### src/rtl/mem_store_buffer_pkg.sv
// Shared types for the MEM-stage store buffer.
// Store-mask encodings and the queued entry record.
package mem_store_buffer_pkg;

   localparam logic [3:0] MASK_NONE = 4'b0000;
   localparam logic [3:0] MASK_SB   = 4'b0001;
   localparam logic [3:0] MASK_SH   = 4'b0011;
   localparam logic [3:0] MASK_SW   = 4'b1111;

   typedef struct packed {
      logic [31:0] addr;
      logic [3:0]  mask;
      logic [31:0] data;
   } sb_entry_t;

   function automatic logic is_store(input logic [3:0] mask);
      return mask != MASK_NONE;
   endfunction

endpackage

### src/rtl/mem_store_buffer_if.sv
// MEM-stage side bundle of the store buffer:
// instruction inputs, cache-port outputs and status.
interface mem_store_buffer_if #(
   parameter int DEPTH = 4
);
   localparam int CW = $clog2(DEPTH) + 1;

   logic          bubbleM;
   logic          flushM;
   logic [3:0]    store_mask;
   logic          load_en;
   logic          reg_write_en;
   logic [31:0]   addr;
   logic [31:0]   store_data;
   logic [31:0]   cache_addr;
   logic [3:0]    cache_write_en;
   logic [31:0]   cache_in_data;
   logic          stall_req;
   logic          empty;
   logic          full;
   logic [CW-1:0] count;

   modport master (
      output bubbleM, flushM, store_mask,
      output load_en, reg_write_en,
      output addr, store_data,
      input  cache_addr, cache_write_en,
      input  cache_in_data, stall_req,
      input  empty, full, count
   );

   modport slave (
      input  bubbleM, flushM, store_mask,
      input  load_en, reg_write_en,
      input  addr, store_data,
      output cache_addr, cache_write_en,
      output cache_in_data, stall_req,
      output empty, full, count
   );

endinterface

### src/rtl/mem_store_buffer_fifo.sv
// Circular store queue: storage, pointers, count and
// per-slot valid bits exposed for the word-address compare.
module store_buffer_fifo
   import mem_store_buffer_pkg::*;
#(
   parameter int DEPTH = 4
) (
   input  logic                    clk,
   input  logic                    rst,
   input  logic                    push,
   input  sb_entry_t               wr,
   input  logic                    pop,
   output sb_entry_t               head,
   output logic [DEPTH-1:0][29:0]  slot_word,
   output logic [DEPTH-1:0]        valid,
   output logic [$clog2(DEPTH):0]  count,
   output logic                    empty,
   output logic                    full
);
   localparam int AW = $clog2(DEPTH);
   localparam int CW = AW + 1;

   sb_entry_t [DEPTH-1:0] mem;
   logic [AW-1:0]         hd;
   logic [AW-1:0]         tl;
   logic [CW-1:0]         cnt;
   logic [DEPTH-1:0]      vld;
   logic [DEPTH-1:0]      vld_n;

   always_comb begin
      vld_n = vld;
      if (pop)  vld_n[hd] = 1'b0;
      if (push) vld_n[tl] = 1'b1;
   end

   // Valid bits clear asynchronously so the compare sees nothing after reset
   always_ff @(posedge clk or posedge rst) begin
      if (rst) begin
         hd  <= '0;
         tl  <= '0;
         cnt <= '0;
         vld <= '0;
      end else begin
         vld <= vld_n;
         if (push) tl <= tl + AW'(1);
         if (pop)  hd <= hd + AW'(1);
         unique case ({push, pop})
            2'b10:   cnt <= cnt + CW'(1);
            2'b01:   cnt <= cnt - CW'(1);
            default: cnt <= cnt;
         endcase
      end
   end

   always_ff @(posedge clk) begin
      if (push) mem[tl] <= wr;
   end

   always_comb begin
      for (int i = 0; i < DEPTH; i++)
         slot_word[i] = mem[i].addr[31:2];
   end

   assign head  = mem[hd];
   assign valid = vld;
   assign count = cnt;
   assign empty = (cnt == '0);
   assign full  = (cnt == CW'(DEPTH));

endmodule

### src/rtl/mem_store_buffer.sv
// MEM-stage store buffer: queues committed stores and drains
// them in order whenever the cache address port is idle.
module mem_store_buffer
   import mem_store_buffer_pkg::*;
#(
   parameter int DEPTH = 4
) (
   input  logic              clk,
   input  logic              rst,
   mem_store_buffer_if.slave sb
);
   localparam int CW = $clog2(DEPTH) + 1;

   sb_entry_t               head;
   sb_entry_t               wr;
   logic [DEPTH-1:0][29:0]  slot_word;
   logic [DEPTH-1:0]        valid;
   logic [CW-1:0]           count;
   logic                    empty;
   logic                    full;

   logic live;
   logic st;
   logic hit_any;
   logic load_hit;
   logic stall;
   logic drain;
   logic enq;

   store_buffer_fifo #(.DEPTH(DEPTH)) u_fifo (
      .clk       (clk),
      .rst       (rst),
      .push      (enq),
      .wr        (wr),
      .pop       (drain),
      .head      (head),
      .slot_word (slot_word),
      .valid     (valid),
      .count     (count),
      .empty     (empty),
      .full      (full)
   );

   // Word-granular alias check; byte masks are ignored on purpose
   always_comb begin
      hit_any = 1'b0;
      for (int i = 0; i < DEPTH; i++)
         if (valid[i] && slot_word[i] == sb.addr[31:2])
            hit_any = 1'b1;
   end

   assign live     = !sb.bubbleM && !sb.flushM;
   assign st       = is_store(sb.store_mask);
   assign load_hit = live && sb.load_en && hit_any;
   assign stall    = load_hit || (live && st && full);
   assign enq      = live && st && !stall;

   // The cache port is free unless the MEM op feeds WB
   assign drain = !empty &&
                  (stall || sb.bubbleM || sb.flushM ||
                   (!sb.load_en && !sb.reg_write_en));

   assign wr = '{addr: sb.addr,
                 mask: sb.store_mask,
                 data: sb.store_data};

   assign sb.cache_addr     = drain ? head.addr : sb.addr;
   assign sb.cache_write_en = drain ? head.mask : 4'b0000;
   assign sb.cache_in_data  = drain ? head.data : sb.store_data;
   assign sb.stall_req      = stall;
   assign sb.empty          = empty;
   assign sb.full           = full;
   assign sb.count          = count;

endmodule
### src/flat_wrapper.sv
// flat-port wrapper written by rule: the top's interface ports become plain ports
module mem_store_buffer_flat import mem_store_buffer_pkg::*;
#(
   parameter int DEPTH = 4
)
  (clk, rst, sb_bubbleM, sb_flushM, sb_store_mask, sb_load_en, sb_reg_write_en, sb_addr, sb_store_data, sb_cache_addr, sb_cache_write_en, sb_cache_in_data, sb_stall_req, sb_empty, sb_full, sb_count);
  mem_store_buffer_if #(.DEPTH(DEPTH)) sb_i ();
  input  logic clk;
  input  logic rst;
  input wire logic [$bits(sb_i.bubbleM)-1:0] sb_bubbleM;
  input wire logic [$bits(sb_i.flushM)-1:0] sb_flushM;
  input wire logic [$bits(sb_i.store_mask)-1:0] sb_store_mask;
  input wire logic [$bits(sb_i.load_en)-1:0] sb_load_en;
  input wire logic [$bits(sb_i.reg_write_en)-1:0] sb_reg_write_en;
  input wire logic [$bits(sb_i.addr)-1:0] sb_addr;
  input wire logic [$bits(sb_i.store_data)-1:0] sb_store_data;
  output wire logic [$bits(sb_i.cache_addr)-1:0] sb_cache_addr;
  output wire logic [$bits(sb_i.cache_write_en)-1:0] sb_cache_write_en;
  output wire logic [$bits(sb_i.cache_in_data)-1:0] sb_cache_in_data;
  output wire logic [$bits(sb_i.stall_req)-1:0] sb_stall_req;
  output wire logic [$bits(sb_i.empty)-1:0] sb_empty;
  output wire logic [$bits(sb_i.full)-1:0] sb_full;
  output wire logic [$bits(sb_i.count)-1:0] sb_count;
  assign sb_i.bubbleM = sb_bubbleM;
  assign sb_i.flushM = sb_flushM;
  assign sb_i.store_mask = sb_store_mask;
  assign sb_i.load_en = sb_load_en;
  assign sb_i.reg_write_en = sb_reg_write_en;
  assign sb_i.addr = sb_addr;
  assign sb_i.store_data = sb_store_data;
  assign sb_cache_addr = sb_i.cache_addr;
  assign sb_cache_write_en = sb_i.cache_write_en;
  assign sb_cache_in_data = sb_i.cache_in_data;
  assign sb_stall_req = sb_i.stall_req;
  assign sb_empty = sb_i.empty;
  assign sb_full = sb_i.full;
  assign sb_count = sb_i.count;
  mem_store_buffer #(.DEPTH(DEPTH)) u_core (.clk(clk), .rst(rst), .sb(sb_i));
endmodule
### config.mk
export PLATFORM = sky130hd
export DESIGN_NAME = mem_store_buffer_flat
export DESIGN_NICKNAME = d
export VERILOG_FILES = /design/src/rtl/mem_store_buffer_pkg.sv /design/src/rtl/mem_store_buffer_if.sv /design/src/rtl/mem_store_buffer_fifo.sv /design/src/rtl/mem_store_buffer.sv /design/src/flat_wrapper.sv
export SDC_FILE = /design/constraint.sdc
export NUM_CORES = 1
export LEC_CHECK = 0
export CORE_UTILIZATION = 62
export CTS_CLUSTER_DIAMETER = 120
export DETAILED_ROUTE_END_ITERATION = 8
export PLACE_DENSITY = 0.86
export SETUP_SLACK_MARGIN = 0.5
export SYNTH_ARGS = -nofsm -noshare
export SYNTH_HDL_FRONTEND = slang
export SYNTH_HIERARCHICAL = 1
export SYNTH_SLANG_ARGS = --single-unit
### constraint.sdc
create_clock -name clk -period 6 [get_ports clk]
set_input_delay 1.2 -clock clk [delete_from_list [all_inputs] [get_ports clk]]
set_output_delay 1.2 -clock clk [all_outputs]
set_load 0.02 [all_outputs]
; ---- After elaboration in Yosys (flattened, before gate mapping)
; Index checks and enable logic that the tools add are counted.
; W data, S select, Z words.
[classes]
muxes = 19
reduce_logical = 27
n_bitwise = 3
n_eq_ne = 7
order_cmp = 4
addsub = 4
[op_table]
columns = operator, n
row1 = $bwmux W272, 1
row2 = $bmux W68 S2, 1
row3 = $demux W68 S2, 1
row4 = $mux W68, 2
row5 = $eq A30 B30 Y1, 4
row6 = $mux W32, 2
row7 = $logic_and A1 B1 Y1, 14
row8 = $mux W4, 3
row9 = $logic_not A1 Y1, 6
row10 = $lt A2 B3 Y1 const B, 2
row11 = $mux W1, 6
row12 = $pmux W3 S2, 1
row13 = $add A2 B1 Y2 const B, 2
row14 = $and A4 B4 Y4, 1
row15 = $demux W1 S2, 2
row16 = $ge A2 B1 Y1 const B, 2
row17 = $logic_or A1 B1 Y1, 4
row18 = $not A4 Y4, 1
row19 = $or A4 B4 Y4, 1
row20 = $reduce_bool A4 Y1, 1
row21 = $add A3 B1 Y3 const B, 1
row22 = $eq A3 B3 Y1 const B, 1
row23 = $logic_not A3 Y1, 1
row24 = $sub A3 B1 Y3 const B, 1
row25 = 3 further kinds, 3
[word_totals]
input_bits = 74
reg_bits = 283

; ---- Depth between registers and ports, before layout
; Gate-level depths: netlist of the first run.
[logic_depth]
depth_word = 15
ltp_mapped = 15

; ---- Hierarchy
; Netlist of the first run, hierarchy kept.
[by_module_without_submodules]
columns = mod, area_each_um2, cells_per_inst, seq_area_each_um2, n_inst
row1 = store_buffer_fifo, 11394.7, 531, 8443.1, 1
row2 = mem_store_buffer, 3288.2, 495, 0.0, 1

; ---- Worst setup path before layout of the first run
; No wires, ideal clock.
[synth_timing]
path_type = input to register
from = input sb_addr[28]
to = register u_core/u_fifo/mem[0] (netlist name) (enable)
arrival_time_ns = 4.481
cell_stages = 9
path_buffers = 1
required_ns = 5.566
path_slack_ns = 1.085
cell_sequence = buf_2 -> xnor2_1 -> nand4_1 -> nor4_1 -> a22o_2 -> nor2_1 -> nor2_1 -> nor4b_1 -> and2_1
[synth_via]
elab_chain_cells = 10
[synth_rtl]
columns = element, line
row1 = from (decl), flat_wrapper.sv:15  ; input wire logic [$bits(sb_i.addr)-1:0] sb_addr;
row2 = $eq A30 B30 Y1, mem_store_buffer.sv:48  ; if (valid[i] && slot_word[i] == sb.addr[31:2])
row3 = $logic_and A1 B1 Y1, mem_store_buffer.sv:48
row4 = $mux W1 (3 in series), mem_store_buffer.sv:48
row5 = $mux W1 (*), mem_store_buffer.sv:48
row6 = $logic_and A1 B1 Y1 (*), mem_store_buffer.sv:54  ; assign load_hit = live && sb.load_en && hit_any;
row7 = $logic_or A1 B1 Y1 (*), mem_store_buffer.sv:55  ; assign stall = load_hit || (live && st && full);
row8 = $logic_not A1 Y1 (*), mem_store_buffer.sv:56  ; assign enq = live && st && !stall;
row9 = $logic_and A1 B1 Y1 (*), mem_store_buffer.sv:56
row10 = via u_core.enq, mem_store_buffer.sv:28  ; logic enq;
row11 = "to (signal, indexed assignment)", mem_store_buffer_fifo.sv:56  ; if (push) mem[tl] <= wr;
row12 = to (decl), mem_store_buffer_fifo.sv:23  ; sb_entry_t [DEPTH-1:0] mem;
; Mark *: on every way through the listed nets, which the timed path passes. The rest lies on a longest branch.
; A chain may end at the register's enable or synchronous reset.

; ---- Final worst setup path of the first run
[layout_timing]
from = input sb_addr[3]
to = output sb_cache_addr[4]
[layout_via]
elab_chain_cells = 13
[layout_rtl]
columns = element, line
row1 = $eq A30 B30 Y1, mem_store_buffer.sv:48
row2 = $logic_and A1 B1 Y1, mem_store_buffer.sv:48
row3 = $mux W1 (3 in series), mem_store_buffer.sv:48
row4 = $mux W1 (*), mem_store_buffer.sv:48
row5 = $logic_and A1 B1 Y1 (*), mem_store_buffer.sv:54
row6 = $logic_or A1 B1 Y1 (*), mem_store_buffer.sv:55
row7 = $logic_or A1 B1 Y1 (*) (3 in series), mem_store_buffer.sv:60  ; (stall || sb.bubbleM || sb.flushM ||
row8 = $logic_and A1 B1 Y1 (*), mem_store_buffer.sv:59  ; assign drain = !empty &&
row9 = $mux W32 (*), mem_store_buffer.sv:67  ; assign sb.cache_addr = drain ? head.addr : sb.addr;
row10 = to (decl), flat_wrapper.sv:17  ; output wire logic [$bits(sb_i.cache_addr)-1:0] sb_cache_addr;
; Every way passes the cells marked *; elsewhere a longest branch is shown, timed or not.

==> results.py, run 1 <==
metrics = {
    "clock_network": {
        "clkSinkCount": 283,
        "cts-root-buf": "clkbuf_16",
        "tritoncts": "built",
        "cts_buffers": 29,
        "clk_pin_slew_ps": 60,
        "clk_latency_ps": 550,
        "htreeDepth": 1,
        "clockBufferDepth": 3,
    },
    "worst_setup_path": {
        "crit_slowest_cell": "or3_2",
        "cp-end-kind": "output pin",
        "crit_type": "in -> out",
        "crit_chain": "clkdlybuf4s50_1, buf_4, xnor2_2, nand4_1, nor4_2, a22o_2, nor2_1, or3_2, buf_12, o21ai_1, dlygate4sd2_1",
        "critPathLaunchType": "primary input",
        "critPathRequiredTime_ps": 4800,
        "cp_max_fo": 48,
        "cp.arrival_ps": 4310,
        "cpPeakStageDelay_ps": 460,
    },
    "sta": {
        "worst_pin_slew_ps": 1030,
        "period_minus_slack_ps": 5510,
        "grt_setup_unrepaired": "false",
        "setup_viol": 0,
        "fin_setup_tns_ps": 0,
        "fmax_mhz": 181,
        "slew_headroom_pct": 31.4,
        "fin_crit_sh_pct": 91.8,
        "slew_violations": 0,
        "finalHoldViolCount": 0,
        "fin_skew_ps": 30.3,
    },
    "layout": {
        "mostFrequentLayoutCells": "272 x edfxtp_1, 110 x xnor2_1, 73 x inv_1",
        "drive_gt1_share_pct": 16.3,
        "layout_commonest_cell": "edfxtp_1",
        "final_nets": 1125,
        "nFillCells": 1459,
        "register_area_um2": 8450,
        "area_growth_syn_to_layout_pct": 11.7,
        "stdcell_area_um2": 16400,
        "multi_input_comb_area_um2": 4600,
    },
    "run_status": {
        "status": "completed",
    },
    "yosys": {
        "synth_top_area_share_pct": 55.6,
        "ys_top_cells_by_area": "edfxtp_1 56%, mux4_2 10%, xnor2_1 7.2%, buf_4 7.0%, a22o_1 3.8%",
        "ys_seq_area_share_pct": 57.5,
        "netlist_instances": 1026,
        "ys_ff_latch": 283,
        "synth-warning-count": 6,
        "ys.flop_type": "edfxtp_1",
        "synth.distinct_cells": 35,
        "syn_nets": 1110,
        "avgSynthCellArea_um2": 14.3,
        "synth_edf_count": 272,
        "async_reset_ff_share_pct": 3.89,
        "synth_area_um2": 14700,
        "yosysTopAreaCell": "edfxtp_1",
    },
    "power_and_ir_drop": {
        "p_leak_nw": 5.84,
        "vdd_ir_drop_max_mv": 0.301,
        "p_per_area_nw_per_um2": 449,
        "finalPower_w": 0.00736,
    },
    "detailed_routing": {
        "dr.pass1.iters": 5,
        "drt-initial-drc-count": 754,
        "dr_wl_met3_um": 2980,
        "ant_nets": 0,
        "wl_met1_um": 12300,
        "wirelength_um": 32700,
        "met2_length_um": 16500,
        "highest_layer": "met5",
        "drc": 0,
        "dr_total_vias": 8488,
        "routed_via_density": 6.16,
        "wl_per_cell_um": 23.8,
    },
    "placed_design": {
        "hpwl_um": 21000,
        "port_buffers": 147,
        "postPlaceCellArea_um2": 15400,
        "place_congestion": 0.920,
    },
    "die": {
        "start_util_pct": 64.1,
        "fp.dieW_um": 156,
        "rows": 55,
        "io_pins": 148,
        "dieArea_um2": 24300,
        "core_um2": 22900,
        "die_y_um": 156,
    },
    "global_route": {
        "grt_max_degree": 67,
        "grt_pass1_wl_um": 48900,
        "antenna_found_initial": 3,
        "grt_usage_pct": 27.1,
        "grt_overflow": 0,
        "grt_pass1_vias": 8231,
    },
    "hold_path": {
        "hp-class": "reg -> reg",
    },
    "run": {
        "maxCapViolCount": 0,
    },
}
worst max-delay path, delay by kind of cell:
family / cells / cell delay (ps)
buf+inv: 4 / 1190
xor+xnor: 1 / 290
compound gates: 2 / 490
simple gates: 4 / 1050
kinds of logic (layout without fill, tap and decap cells):
logic type	after synthesis	count (layout)	share of synthesized area [%]
AO/OA/AOI/OAI	203	203	8.73
XOR/XNOR	125	125	7.46
adder cells (fa/ha/maj)	10	10	0.903
buffers and inverters	266	302	12.0
flip-flops	283	283	57.5
multiplexers	69	69	10.5
other	0	2	0
AND/OR/NAND/NOR	70	70	2.87
final cells by class:
class / instances / share of cell area (%)
Sequential cell: 283 / 51.5
Timing Repair Buffer: 177 / 10.6
Clock inverter: 18 / 1.18
Multi-Input combinational cell: 477 / 28.0
Inverter: 73 / 1.67
Clock buffer: 34 / 4.54
Tap cell: 313 / 2.39
Antenna cell: 2 / 0.0305
synth_stat cells (9+ instances only):
library cell	n
clkbuf_1	16
edfxtp_1	272
nand4_1	28
o21ai_1	60
a22o_1	64
a21oi_1	64
buf_4	137
inv_1	73
xnor2_1	121
ha_1	9
mux4_2	68
buf_6	16
nor4_1	9
buf_2	17
dfrtp_1	11
worst paths after layout:
path                                              from                endpoint  slack, ps  depth (start not counted)
hold reg to reg                 u_core/u_fifo/valid[1]  u_core/u_fifo/valid[1]        500                          1
setup / recovery                            sb_addr[3]        sb_cache_addr[4]        490                         11
setup reg to reg           u_core/u_fifo/slot_word[61]  u_core/u_fifo/count[2]       2570                         13
hold / removal                  u_core/u_fifo/valid[1]  u_core/u_fifo/valid[1]        500                          1
min in group asynchronous                          rst  u_core/u_fifo/count[0]        950                          2
max in group asynchronous                          rst     u_core/u_fifo/hd[0]       4720                          2
through the flow:
stage,setup slack [ps],instances,util (%),hold slack [ps]
global route,466,1376,71.5,539
floorplan,1090,1026,-,449
global placement,77.1,1323,67.2,504
finish,490,1377,71.5,503
CTS,473,1375,71.1,513
detailed placement,62.1,1323,67.2,513
power by group:
group          leakage (nW)  internal, W  switching (W)
registers              2.60      0.00241       0.000222
logic                  2.77      0.00136        0.00160
clock network         0.467      0.00106       0.000726
total                  5.84      0.00482        0.00255
sequential cells by signal, summed over array words and instances, names as in the netlist:
register,flops
u_core/u_fifo/mem,152
u_core/u_fifo/valid,4
u_core/u_fifo/hd,2
u_core/u_fifo/count,3
u_core/u_fifo/slot_word,120
u_core/u_fifo/tl,2
per-layer routing:
layer  vias up  track usage [%]
li1       3731                -
met1      4219             36.6
met2       463             45.3
met3        71             4.50
met4         4             8.68
met5         -                0
what timing repair did:
| item | in CTS | in global routing |
|---|---|---|
| pin swaps | 0 | 0 |
| setup buffers | 0 | 0 |
| setup endpoints to repair | 64 | 59 |
| hold buffers | 0 | 0 |
| resized for setup | 79 | 30 |
(Power assumes the default switching activity.)
==> run 2, diff against run 1 <==
Settings changed: CAP_MARGIN set to 20.
==> results of run 2 <==
No change in the layout: final DEF, timing and power equal those of run 1.
==> run 3, diff against run 2 <==
Settings changed: CORE_UTILIZATION 62 to 64, CTS_BUF_LIST set to sky130_fd_sc_hd__clkbuf_2 sky130_fd_sc_hd__clkbuf_4 sky130_fd_sc_hd__clkbuf_8, PLACE_DENSITY 0.86 to 0.88.
==> run 3 against run 2 <==
Against the previous run:
- sequential cell count is the same
- cell count is the same
- largest power group unchanged
- critical path depth is the same
- global-route usage grew 0.86 points
- count of clock-buffer cells in the layout grew 26
- clock power shrank 18%
- hold slack gained 11 ps
- critical path type unchanged
- sequential share of layout area grew 0.69 points
- non-clock buffer count grew 8
==> results.py, run 3 (synthesized netlist as in run 1, its figures left out) <==
metrics = {
    "placed_design": {
        "place_congestion": 0.970,
        "dpl.cell_count": 1303,
        "port_buffers": 147,
        "hpwl_um": 21000,
    },
    "die": {
        "fp.dieW_um": 153,
        "io_pins": 148,
        "rows": 55,
        "core_um2": 22600,
        "dieArea_um2": 23600,
        "die_y_um": 153,
        "start_util_pct": 65.0,
    },
    "layout": {
        "final_nets": 1146,
        "drive_gt1_share_pct": 17.9,
        "diodes": 0,
        "area_growth_syn_to_layout_pct": 10.2,
        "layout_commonest_cell": "edfxtp_1",
        "regMostFlops": "u_core/u_fifo/mem",
        "mostFrequentLayoutCells": "272 x edfxtp_1, 115 x xnor2_1, 73 x inv_1",
        "largest_reg_flops": 152,
        "final_cells": 1377,
    },
    "worst_setup_path": {
        "cp_common_cell": "buf_4",
        "crit_type": "in -> out",
        "r2r-start": "u_core/u_fifo/slot_word[88]",
        "cp-end-kind": "output pin",
        "crit_chain": "clkdlybuf4s50_1, nor4_2, and3b_1, nor2_1, nor2_4, buf_4, a22o_1, a21oi_1, o21ai_1, buf_4, dlygate4sd2_1",
        "critPathLaunchType": "primary input",
        "cp_max_fo": 25,
        "cp_top_family": "buffers and inverters",
        "cp.arrival_ps": 4290,
        "critPathBufInv": 4,
        "crit_slowest_cell": "clkdlybuf4s50_1",
        "cp-startpoint": "sb_store_mask[1]",
        "cpPeakStageDelay_ps": 510,
        "critPathRequiredTime_ps": 4800,
    },
    "sta": {
        "slew_headroom_pct": 32.9,
        "worst_pin_slew_ps": 1010,
        "grt_setup_unrepaired": "true",
        "slew_violations": 0,
        "setup_viol": 0,
        "fin_crit_sh_pct": 91.5,
        "fin_setup_tns_ps": 0,
        "fmax_mhz": 182,
        "finalHoldViolCount": 0,
        "period_minus_slack_ps": 5490,
        "fin_skew_ps": 13.9,
    },
    "global_route": {
        "grt_max_degree": 54,
        "grt_pass1_vias": 8531,
        "grt_overflow": 0,
        "antenna_found_initial": 1,
        "grt_usage_pct": 28.0,
        "grt_pass1_wl_um": 49200,
    },
    "power_and_ir_drop": {
        "p_leak_nw": 5.69,
        "vdd_ir_drop_max_mv": 0.310,
        "p_per_area_nw_per_um2": 437,
    },
    "run_status": {
        "status": "completed",
    },
    "hold_path": {
        "hp-class": "reg -> reg",
        "hp-start": "u_core/u_fifo/count[0]",
    },
    "detailed_routing": {
        "drc": 0,
        "routed_via_density": 6.35,
        "ant_nets": 0,
        "dr.pass1.iters": 5,
        "wl_per_cell_um": 23.6,
        "drt-initial-drc-count": 962,
        "dr_total_vias": 8743,
        "wirelength_um": 32500,
    },
    "clock_network": {
        "cts-root-buf": "clkbuf_8",
        "tritoncts": "built",
        "htreeDepth": 2,
        "clkSinkCount": 283,
        "postCtsHoldBufs": 0,
        "clk_pin_slew_ps": 60,
        "clockBufferDepth": 3,
        "clk_latency_ps": 540,
        "cts_buffers": 42,
    },
    "run": {
        "maxCapViolCount": 0,
    },
}
[run 3: changes by cell type in the layout (fill, tap and decap cells not counted), moves of 4 or more]
| cell | previous run | this run |
|---|---|---|
| xnor2_1 | 110 | 115 |
| xnor2_2 | 11 | 6 |
| clkbuf_16 | 29 | 0 |
| clkbuf_4 | 0 | 17 |
| clkdlybuf4s50_1 | 60 | 65 |
| clkinv_2 | 10 | 5 |
| bufinv_16 | 4 | 0 |
| clkbuf_8 | 0 | 43 |
| dlygate4sd2_1 | 67 | 72 |
| clkbuf_1 | 5 | 0 |
| clkinv_1 | 2 | 8 |
| buf_4 | 22 | 30 |
| dlymetal6s2s_1 | 16 | 4 |
[run 3: final cells by class]
class	count	area [µm²]
flip-flops and latches	283	8450
fillers	1455	6390
multi-input cells	477	4540
repair buffers	185	1770
clock buffers	60	719
well taps	285	357
inverters	73	274
clock inverters	14	62.6
[run 3: per-layer routing]
| metal | track usage [%] | routed length (µm) | up-vias |
|---|---|---|---|
| met5 | 0 | 13 | - |
| met4 | 9.62 | 801 | 2 |
| met3 | 5.84 | 3430 | 65 |
| met2 | 44.9 | 15800 | 556 |
| met1 | 38.4 | 12400 | 4335 |
| li1 | - | - | 3785 |
[run 3: final timing paths]
path	slack, ps	cells past startpoint	to
max	510	11	sb_cache_addr[10]
max in group asynchronous	4680	2	u_core/u_fifo/hd[0]
min	510	1	u_core/u_fifo/count[0]
max reg2reg	2440	10	u_core/u_fifo/mem[0]
min in group asynchronous	970	2	u_core/u_fifo/valid[2]
min reg2reg	510	1	u_core/u_fifo/count[0]
[run 3: stage by stage]
| step | area (µm²) | util [%] | hold WS [ps] | total power, W | setup slack, ps |
|---|---|---|---|---|---|
| finish | 16200 | 71.7 | 515 | 0.00707 | 508 |
| detailed placement | 15400 | 68.3 | 513 | 0.00581 | 176 |
| global route | 16200 | 71.7 | 540 | 0.00741 | 384 |
| global placement | 15400 | 68.3 | 502 | 0.00575 | 159 |
| CTS | 16100 | 71.5 | 524 | 0.00710 | 510 |
| floorplan | 14700 | - | 449 | 0.00481 | 1090 |
[run 3: what timing repair did]
| action | CTS | global route |
|---|---|---|
| pin swaps | 1 | 0 |
| endpoints found under the hold margin | 0 | 0 |
| endpoints found under the setup margin | 64 | 55 |
| gates resized for setup | 88 | 11 |
| buffers inserted | 0 | 0 |
[run 3: power breakdown]
group	leakage (nW)	internal [W]	switching (W)	total (W)
registers	2.60	0.00241	0.000190	0.00260
logic	2.68	0.00137	0.00164	0.00301
clock network	0.420	0.000770	0.000693	0.00146
total	5.69	0.00455	0.00252	0.00707
